$ cat config.mk
export PLATFORM = sky130hd
export DESIGN_NAME = vu_pattern_gen
export DESIGN_NICKNAME = d
export VERILOG_FILES = /design/src/rtl/vu_pattern_gen.sv
export SDC_FILE = /design/constraint.sdc
export NUM_CORES = 1
export LEC_CHECK = 0
export CORE_MARGIN = 2
export CORE_UTILIZATION = 28
export CTS_CLUSTER_SIZE = 12
export DETAILED_ROUTE_END_ITERATION = 6
export GPL_TIMING_DRIVEN = 0
export MAX_ROUTING_LAYER = met4
export SLEW_MARGIN = 20
export SYNTH_ARGS = -nofsm -noshare
export SYNTH_HDL_FRONTEND = slang
export SYNTH_SLANG_ARGS = --single-unit
$ cat constraint.sdc
create_clock -name i_clk -period 2.4 [get_ports i_clk]
set_input_delay 0.36 -clock i_clk [delete_from_list [all_inputs] [get_ports i_clk]]
set_output_delay 0.36 -clock i_clk [all_outputs]
set_load 0.005 [all_outputs]
$ cat src/rtl/vu_pattern_gen.sv
// VU meter colour-word streamer: one GRB word per LED per start request.
// Optional peak-hold marker is compiled in with `define VU_PEAK_HOLD_EN.
module vu_pattern_gen #(
    parameter int          N_LEDS      = 20,
    parameter int          IDX_LINES   = 5,
    parameter int          GREEN_END   = 12,
    parameter int          YELLOW_END  = 16,
    parameter logic [7:0]  INTENSITY   = 8'h0F,
    parameter int          HOLD_FRAMES = 8
) (
    input  logic                 i_clk,
    input  logic                 i_rst,
    input  logic                 i_start,
    input  logic [IDX_LINES-1:0] i_level,
    input  logic                 i_ready,
    output logic [23:0]          o_data,
    output logic                 o_valid,
    output logic [IDX_LINES-1:0] o_idx,
    output logic                 o_last,
    output logic                 o_busy
);

    localparam logic [IDX_LINES-1:0] LAST_IDX = IDX_LINES'(N_LEDS - 1);
    localparam logic [IDX_LINES-1:0] MAX_LVL  = IDX_LINES'(N_LEDS);
    localparam logic [IDX_LINES-1:0] GREEN_L  = IDX_LINES'(GREEN_END);
    localparam logic [IDX_LINES-1:0] YELLOW_L = IDX_LINES'(YELLOW_END);

    localparam logic [23:0] GREEN  = {INTENSITY, 8'h00, 8'h00};
    localparam logic [23:0] YELLOW = {INTENSITY, INTENSITY, 8'h00};
    localparam logic [23:0] RED    = {8'h00, INTENSITY, 8'h00};
    localparam logic [23:0] PEAK   = {INTENSITY, INTENSITY, INTENSITY};

    // Reject configurations the index/level width cannot represent.
    if (N_LEDS < 1 || N_LEDS > (2**IDX_LINES) - 1) begin : g_bad_n
        $error("vu_pattern_gen: N_LEDS out of range for IDX_LINES");
    end
    if (HOLD_FRAMES < 0) begin : g_bad_hold
        $error("vu_pattern_gen: HOLD_FRAMES must be non-negative");
    end

    typedef enum logic {
        IDLE,
        STREAM
    } state_t;

    state_t               state;
    logic [IDX_LINES-1:0] lvl;
    logic [IDX_LINES-1:0] lvl_in;
    logic [IDX_LINES-1:0] idx_nxt;
    logic [IDX_LINES-1:0] pk;
    logic [IDX_LINES-1:0] pk_nxt;

    // Zone colour for lit LEDs, peak marker or off for the rest.
    function automatic logic [23:0] colour(
        input logic [IDX_LINES-1:0] ix,
        input logic [IDX_LINES-1:0] lv,
        input logic [IDX_LINES-1:0] pkv
    );
        logic [23:0] c;
        c = 24'h000000;
        if (ix < lv) begin
            if (ix < GREEN_L)
                c = GREEN;
            else if (ix < YELLOW_L)
                c = YELLOW;
            else
                c = RED;
        end else if (pkv > lv && ix == pkv - 1'b1) begin
            c = PEAK;
        end
        return c;
    endfunction

    // Clamp the requested level and precompute the next LED index.
    always_comb begin
        lvl_in  = (i_level > MAX_LVL) ? MAX_LVL : i_level;
        idx_nxt = o_idx + 1'b1;
    end

`ifdef VU_PEAK_HOLD_EN
    localparam int HW = (HOLD_FRAMES > 0) ? $clog2(HOLD_FRAMES + 1) : 1;

    logic [HW-1:0] hold;
    logic [HW-1:0] hold_nxt;

    // Peak follows rising levels at once, decays one LED per frame after the hold.
    always_comb begin
        pk_nxt   = pk;
        hold_nxt = hold;
        if (lvl_in >= pk) begin
            pk_nxt   = lvl_in;
            hold_nxt = HW'(HOLD_FRAMES);
        end else if (hold != '0) begin
            hold_nxt = hold - 1'b1;
        end else if (pk != '0) begin
            pk_nxt = pk - 1'b1;
        end
    end

    // Peak state advances once per accepted frame request.
    always_ff @(posedge i_clk or posedge i_rst) begin
        if (i_rst) begin
            pk   <= '0;
            hold <= '0;
        end else if (state == IDLE && i_start) begin
            pk   <= pk_nxt;
            hold <= hold_nxt;
        end
    end
`else
    // Without peak hold the marker never matches any pixel.
    always_comb begin
        pk     = '0;
        pk_nxt = '0;
    end
`endif

    // Frame FSM with registered stream outputs.
    always_ff @(posedge i_clk or posedge i_rst) begin
        if (i_rst) begin
            state   <= IDLE;
            lvl     <= '0;
            o_data  <= '0;
            o_valid <= 1'b0;
            o_idx   <= '0;
            o_last  <= 1'b0;
            o_busy  <= 1'b0;
        end else begin
            case (state)
                IDLE: begin
                    if (i_start) begin
                        state   <= STREAM;
                        lvl     <= lvl_in;
                        o_valid <= 1'b1;
                        o_busy  <= 1'b1;
                        o_idx   <= '0;
                        o_last  <= (N_LEDS == 1);
                        o_data  <= colour('0, lvl_in, pk_nxt);
                    end
                end
                STREAM: begin
                    if (i_ready) begin
                        if (o_last) begin
                            state   <= IDLE;
                            o_valid <= 1'b0;
                            o_busy  <= 1'b0;
                            o_idx   <= '0;
                            o_last  <= 1'b0;
                            o_data  <= '0;
                        end else begin
                            o_idx   <= idx_nxt;
                            o_last  <= (idx_nxt == LAST_IDX);
                            o_data  <= colour(idx_nxt, lvl, pk);
                        end
                    end
                end
                default: begin
                    state <= IDLE;
                end
            endcase
        end
    end

endmodule

==> results of run 1 <==
## through the flow
stage	total power, W	util, %	cell area (sq um)
global placement	0.001052	39.66	1474
detailed placement	0.001069	39.66	1474
floorplan	0.0007925	-	1134
CTS	0.001279	40.77	1515
finish	0.001262	40.77	1515
global route	0.001369	40.77	1515
## path summary, 6_finish.rpt
kind                       startpoint          to  slack (ns)  cells past startpoint
max                          o_idx[0]  o_data[18]        0.29                      9
min                             i_rst  o_data[18]        0.49                      2
max reg2reg                  o_idx[0]  o_data[18]        0.29                      9
min reg2reg                    lvl[1]      lvl[1]        0.49                      2
max in group asynchronous       i_rst    o_idx[2]        1.51                      2
min in group i_clk             lvl[1]      lvl[1]        0.49                      2
## Yosys cell counts (2+ instances only)
cell / instances / area share (%)
o21ai_0: 8 / 3.7
nand2_1: 15 / 5.2
dfrtp_1: 16 / 37
nor3_1: 2 / 0.92
nor2_1: 4 / 1.4
inv_1: 10 / 3.4
o22ai_1: 2 / 1.1
o31ai_1: 5 / 3.4
a211oi_1: 2 / 1.4
xor2_1: 3 / 2.4
ha_1: 4 / 4.6
a21oi_1: 3 / 1.4
buf_4: 25 / 17
nand3_1: 3 / 1.4
## metal layers
layer | vias to the layer above | GRT usage, %
li1 | 468 | -
met1 | 408 | 12.12
met2 | 32 | 19.75
met3 | 5 | 2.534
met4 | 0 | 4.592
met5 | - | -
## cell families (layout without fill, tap and decap cells)
family | count (synthesis) | count (layout) | share of synthesized area [%]
buffers and inverters | 37 | 68 | 21.99
adder cells (fa/ha/maj) | 4 | 4 | 4.582
AO/OA/AOI/OAI | 27 | 27 | 16.50
flip-flops | 16 | 16 | 36.65
other | 1 | 12 | 0.3433
multiplexers | 1 | 1 | 1.031
XOR/XNOR | 4 | 4 | 3.208
AND/OR/NAND/NOR | 33 | 33 | 15.69
## layout make-up
cell class                      count  area (sq um)
Fill cell                         357          2201
Multi-Input combinational cell     81         493.0
Sequential cell                    16         400.4
Timing Repair Buffer               28         280.3
Buffer                             27         202.7
Tap cell                           48         60.06
Clock buffer                        3         41.29
Inverter                           10         37.54
## layout by cell type, fill, tap and decap left out
master / Yosys / layout
clkdlybuf4s50_1: 0 / 28
buf_4: 25 / 25
dfrtp_1: 16 / 16
nand2_1: 15 / 15
conb_1: 1 / 12
inv_1: 10 / 10
o21ai_0: 8 / 8
o31ai_1: 5 / 5
nor2_1: 4 / 4
ha_1: 4 / 4
nand3_1: 3 / 3
xor2_1: 3 / 3
a21oi_1: 3 / 3
clkbuf_8: 0 / 3
o22ai_1: 2 / 2
nor3_1: 2 / 2
a211oi_1: 2 / 2
nand2b_4: 1 / 1
clkbuf_1: 1 / 1
nand2b_1: 1 / 1
nand3b_1: 1 / 1
a21boi_1: 1 / 1
buf_6: 1 / 1
or2b_1: 1 / 1
or4b_1: 1 / 1
and3b_1: 1 / 1
a221o_1: 1 / 1
a21boi_0: 1 / 1
a221oi_1: 1 / 1
nor2b_1: 1 / 1
xnor2_1: 1 / 1
or3b_1: 1 / 1
mux2_2: 1 / 1
a31o_2: 1 / 1
a32o_1: 1 / 1
a21o_1: 1 / 1
and2_1: 1 / 1
## critical path: cells and delay by family (launching register included)
kind            cells  cell delay, ns
xor+xnor            1            0.22
compound gates      2            0.43
buf+inv             3            0.27
fa+ha+maj           2            0.47
flops               1            0.49
simple gates        1            0.10
## flip-flops by register name, summed over array words and instances, names as in the netlist
name	flops
state	1
o_last	1
o_idx	5
lvl	5
o_data	3
o_busy	1
## power groups by stage
stage               Sequential (W)  Combinational (W)  Clock [W]
floorplan                 0.000410           0.000382          0
global placement          0.000418           0.000634          0
detailed placement        0.000421           0.000648          0
CTS                       0.000417           0.000651   0.000211
global route              0.000429           0.000721   0.000219
finish                    0.000416           0.000645   0.000200
==> results.cfg, run 1 <==
[outcome]
outcome = complete, no violations

[clocking]
cts_made_buffers = 3
cts.htree.levels = 1
post-cts-setup-buffers = 0
tritoncts = yes
clk_latency_ns = 0.25
clock-sinks = 16
clock_path_buffers = 2
ctsResizeCount = 0
hold_buffers = 0
cts-root-buf = clkbuf_8
cts.clk_slew.worst_paths_ns = 0.06

[floorplan]
die_area_sq_mm = 0.004417
initial_utilization_pct = 29.39
rows = 22
die_y_microns = 66.46
ios = 41
coreArea_sq_mm = 0.003716
die_x_microns = 66.46

[sta]
slew_headroom_pct = 58.81
setup_tns_ns = 0
slew_viol_final = 0
finalSetupViolations = 0
finalHoldViolations = 0
final.period_utilization_pct = 87.83
worst_slew_pin_slew_ns = 0.6171
setup_ws_ns = 0.2921
fin_skew_ns = 0.001323
rsz0062_at_grt = false
holdWs_ns = 0.4876
min_period_ns = 2.108
fmax_ghz = 0.4744

[critical_path]
cp_slowest_cell = dfrtp_1
cp_max_fo = 10
path_class = reg -> reg
cp-start-kind = register
arrival_ns = 2.23
cp_cell_sequence = ha_1, buf_4, nand3_1, xnor2_1, inv_1, ha_1, inv_1, o31ai_1, o31ai_1
worstPathRequired_ns = 2.52
cpPeakStageDelay_ns = 0.49
end_kind = register

[place]
dp_cells = 210
pre_cts_ws_ns = 0.3206
place.gp.congestion = 0.7786
dp_hpwl_microns = 1724
portBuffers = 28

[layout]
final_nets = 180
instances_no_fill = 213
syn_to_final_growth_pct = 38.72
diodes = 0
final_layout_size_suffix_gt1_share_pct = 19.39

[grt]
grt_first_pass_wirelength_microns = 3726
antenna_found_initial = 0
grt_use_total_pct = 11.20
grt_max_degree = 17
grt_pass1_vias = 897
grt.overflow.total = 0

[detailed_routing]
m1WireLength_microns = 988
drt_pass1_iterations = 3
drt_iter0_drc = 5
vias = 913
wl_met2_microns = 995
wl_met3_microns = 123
top_layer_used = met4
drc = 0
drt_wl_total_microns = 2152
antenna_left = 0
vias_per_cell = 4.286
routedWlPerCell_microns = 10.10

[worst_hold_path]
hold_class = in -> async

[pwr]
switching_share_pct = 32.75
power_frac_comb_pct = 51.1
p_int_w = 0.0008487
vdd_drop_max_mv = 0.2483
pwr-share-seq_pct = 33.0
clockPowerShare_pct = 15.9
p_sw_w = 0.0004132
total_leakage_power_nw = 0.7467
p_per_area_mw_per_mm2 = 832.9

[synth]
syn_avg_cell_area_sq_um = 8.880
ys_warn_count = 0
ys_seq_elements = 16
syn_inst = 123
synth_cell_types = 35
ys_seq_area_share_pct = 36.66
synth_edf_count = 0
yosys_most_used_dff = dfrtp_1
syn_area_sq_mm = 0.001092
synthArstFlopShare_pct = 100.0

[run]
drv_cap = 0
Power figures use the tool's default switching activity.
==> run 2: changes to the inputs <==
--- a/config.mk
+++ b/config.mk
@@ -11,6 +11,7 @@
 export DETAILED_ROUTE_END_ITERATION = 6
 export GPL_TIMING_DRIVEN = 0
 export MAX_ROUTING_LAYER = met4
+export REMOVE_ABC_BUFFERS = 1
 export SLEW_MARGIN = 20
 export SYNTH_ARGS = -nofsm -noshare
 export SYNTH_HDL_FRONTEND = slang
==> run 2 against run 1 <==
- final area is 12% lower
- largest cell class unchanged
- first-iteration DRC count up 120%
- via count fell by 8.5%
- non-clock buffer count down 27
- sequential power rose by 5.3%
- worst setup slack lost 0.12 ns
- highest routed layer unchanged
- flip-flop and latch count stayed put
- core utilization decreased by 5.1 points
- routed wire length decreased by 7.5%
==> results.cfg, run 2 (synthesis gave the netlist of run 1 again) <==
[critical_path]
end_kind = register
arrival_ns = 2.35
cp_max_fo = 10
cpLargestDelayFamily = adder cells
path_class = reg -> reg
r2r_cells = 8
r2r_end = o_data[18]
cp_slowest_cell = dfrtp_1
cp_num_buf_inv = 2
cp-start-kind = register
cp_cell_sequence = ha_1, nand3_1, xnor2_1, inv_1, ha_1, inv_1, a221oi_1, o31ai_1
worstPathRequired_ns = 2.52
r2r_setup_slack_ns = 0.17
reg2reg_from = o_idx[0]
cpPeakStageDelay_ns = 0.50

[detailed_routing]
vias = 835
antenna_left = 0
drt_pass1_iterations = 4
vias_per_cell = 4.465
routedWlPerCell_microns = 10.65
drt_wl_total_microns = 1991
drc = 0
drt_iter0_drc = 11

[floorplan]
rows = 22
coreArea_sq_mm = 0.003716
die_area_sq_mm = 0.004417
die_x_microns = 66.46
initial_utilization_pct = 29.39
die_y_microns = 66.46
ios = 41

[clocking]
ctsResizeCount = 0
clock_path_buffers = 2
tritoncts = yes
cts_made_buffers = 3
hold_buffers = 0
post-cts-setup-buffers = 0
cts.htree.levels = 1
clock-sinks = 16
cts-root-buf = clkbuf_8
clk_latency_ns = 0.25
cts.clk_slew.worst_paths_ns = 0.07

[pwr]
p_per_area_mw_per_mm2 = 898.3
total_leakage_power_nw = 0.6133
vdd_drop_max_mv = 0.3381
power_w = 0.001191

[layout]
final_layout_size_suffix_gt1_share_pct = 5.036
syn_to_final_growth_pct = 21.42
diodes = 0
final_common_cell = clkdlybuf4s50_1
final_nets = 153
top_regs = lvl (5), o_idx (5), o_data (3)
final.fill_count = 385
layout_common_cells = clkdlybuf4s50_1 (28), dfrtp_1 (16), nand2_1 (15)
final_core_util_pct = 35.69

[worst_hold_path]
hold_class = in -> async

[sta]
slew_headroom_pct = 49.99
finalSetupViolations = 0
slew_viol_final = 0
fmax_ghz = 0.4485
worst_slew_pin_slew_ns = 0.7485
final.period_utilization_pct = 92.91
rsz0062_at_grt = false
fin_skew_ns = 0.004594
min_period_ns = 2.230
setup_tns_ns = 0
finalHoldViolations = 0

[grt]
grt_max_degree = 17
grt_first_pass_wirelength_microns = 3325
grt.overflow.total = 0
grt_use_total_pct = 10.09
antenna_found_initial = 0
grt_pass1_vias = 774

[place]
place.gp.congestion = 0.7081
portBuffers = 28
dp_hpwl_microns = 1566

[run]
drv_cap = 0

[outcome]
outcome = complete, no violations
run 2: cell types whose count changed in the layout (fill, tap and decap cells not counted):
cell      previous run  this run
clkbuf_8             3         4
buf_4               25         0
buf_6                1         0
clkbuf_1             1         0
run 2: cell type report:
class / instances / area (sq um) / area share, %
Sequential cell: 16 / 400.4 / 30.19
Multi-Input combinational cell: 81 / 493.0 / 37.17
Clock buffer: 4 / 55.05 / 4.151
Timing Repair Buffer: 28 / 280.3 / 21.13
Inverter: 10 / 37.54 / 2.830
Tap cell: 48 / 60.06 / 4.528
run 2: how the worst max path moves through the flow:
| stage | startpoint | to | cells after the start |
|---|---|---|---|
| after floorplan | o_idx[0] | o_data[18] | 8 |
| after global placement | o_idx[0] | o_data[18] | 8 |
| after detailed placement | o_idx[0] | o_data[18] | 8 |
| after CTS | o_idx[0] | o_data[18] | 8 |
| after global routing | o_idx[0] | o_data[18] | 8 |
| final | o_idx[0] | o_data[18] | 8 |
run 2: power by group:
| part | leakage (nW) | internal, W | switching, W | total (W) |
|---|---|---|---|---|
| sequential | 0.202 | 0.000342 | 0.0000962 | 0.000438 |
| combinational | 0.382 | 0.000303 | 0.000210 | 0.000513 |
| clock | 0.0288 | 0.000146 | 0.0000948 | 0.000240 |
| total | 0.613 | 0.000791 | 0.000401 | 0.00119 |
run 2: routing by layer:
layer | vias up | global-route usage [%] | share of wire [%]
met3 | 4 | 1.520 | 4.0
met4 | 0 | 5.357 | 1.9
met1 | 387 | 11.56 | 46
li1 | 416 | - | -
met2 | 28 | 17.00 | 48
met5 | - | - | 0
run 2: stage by stage:
stage | hold WS [ns] | instance area (sq um) | setup slack (ns) | instances
4_1_cts | 0.4859 | 1326 | 0.1891 | 187
5_1_grt | 0.5192 | 1326 | 0.05137 | 187
6_report | 0.4794 | 1326 | 0.1701 | 187
2_1_floorplan | 0.2737 | 930.9 | 0.4476 | 107
3_5_place_dp | 0.4717 | 1271 | 0.2015 | 183
3_3_place_gp | 0.4653 | 1271 | 0.2264 | 183
==> run 3: changes to the inputs <==
--- a/config.mk
+++ b/config.mk
@@ -7,6 +7,7 @@
 export LEC_CHECK = 0
 export CORE_MARGIN = 2
 export CORE_UTILIZATION = 28
+export CTS_BUF_LIST = sky130_fd_sc_hd__clkbuf_4 sky130_fd_sc_hd__clkbuf_8 sky130_fd_sc_hd__clkbuf_16
 export CTS_CLUSTER_SIZE = 12
 export DETAILED_ROUTE_END_ITERATION = 6
 export GPL_TIMING_DRIVEN = 0
==> results of run 3 <==
Final layout, timing and power as in run 2 (identical DEF).
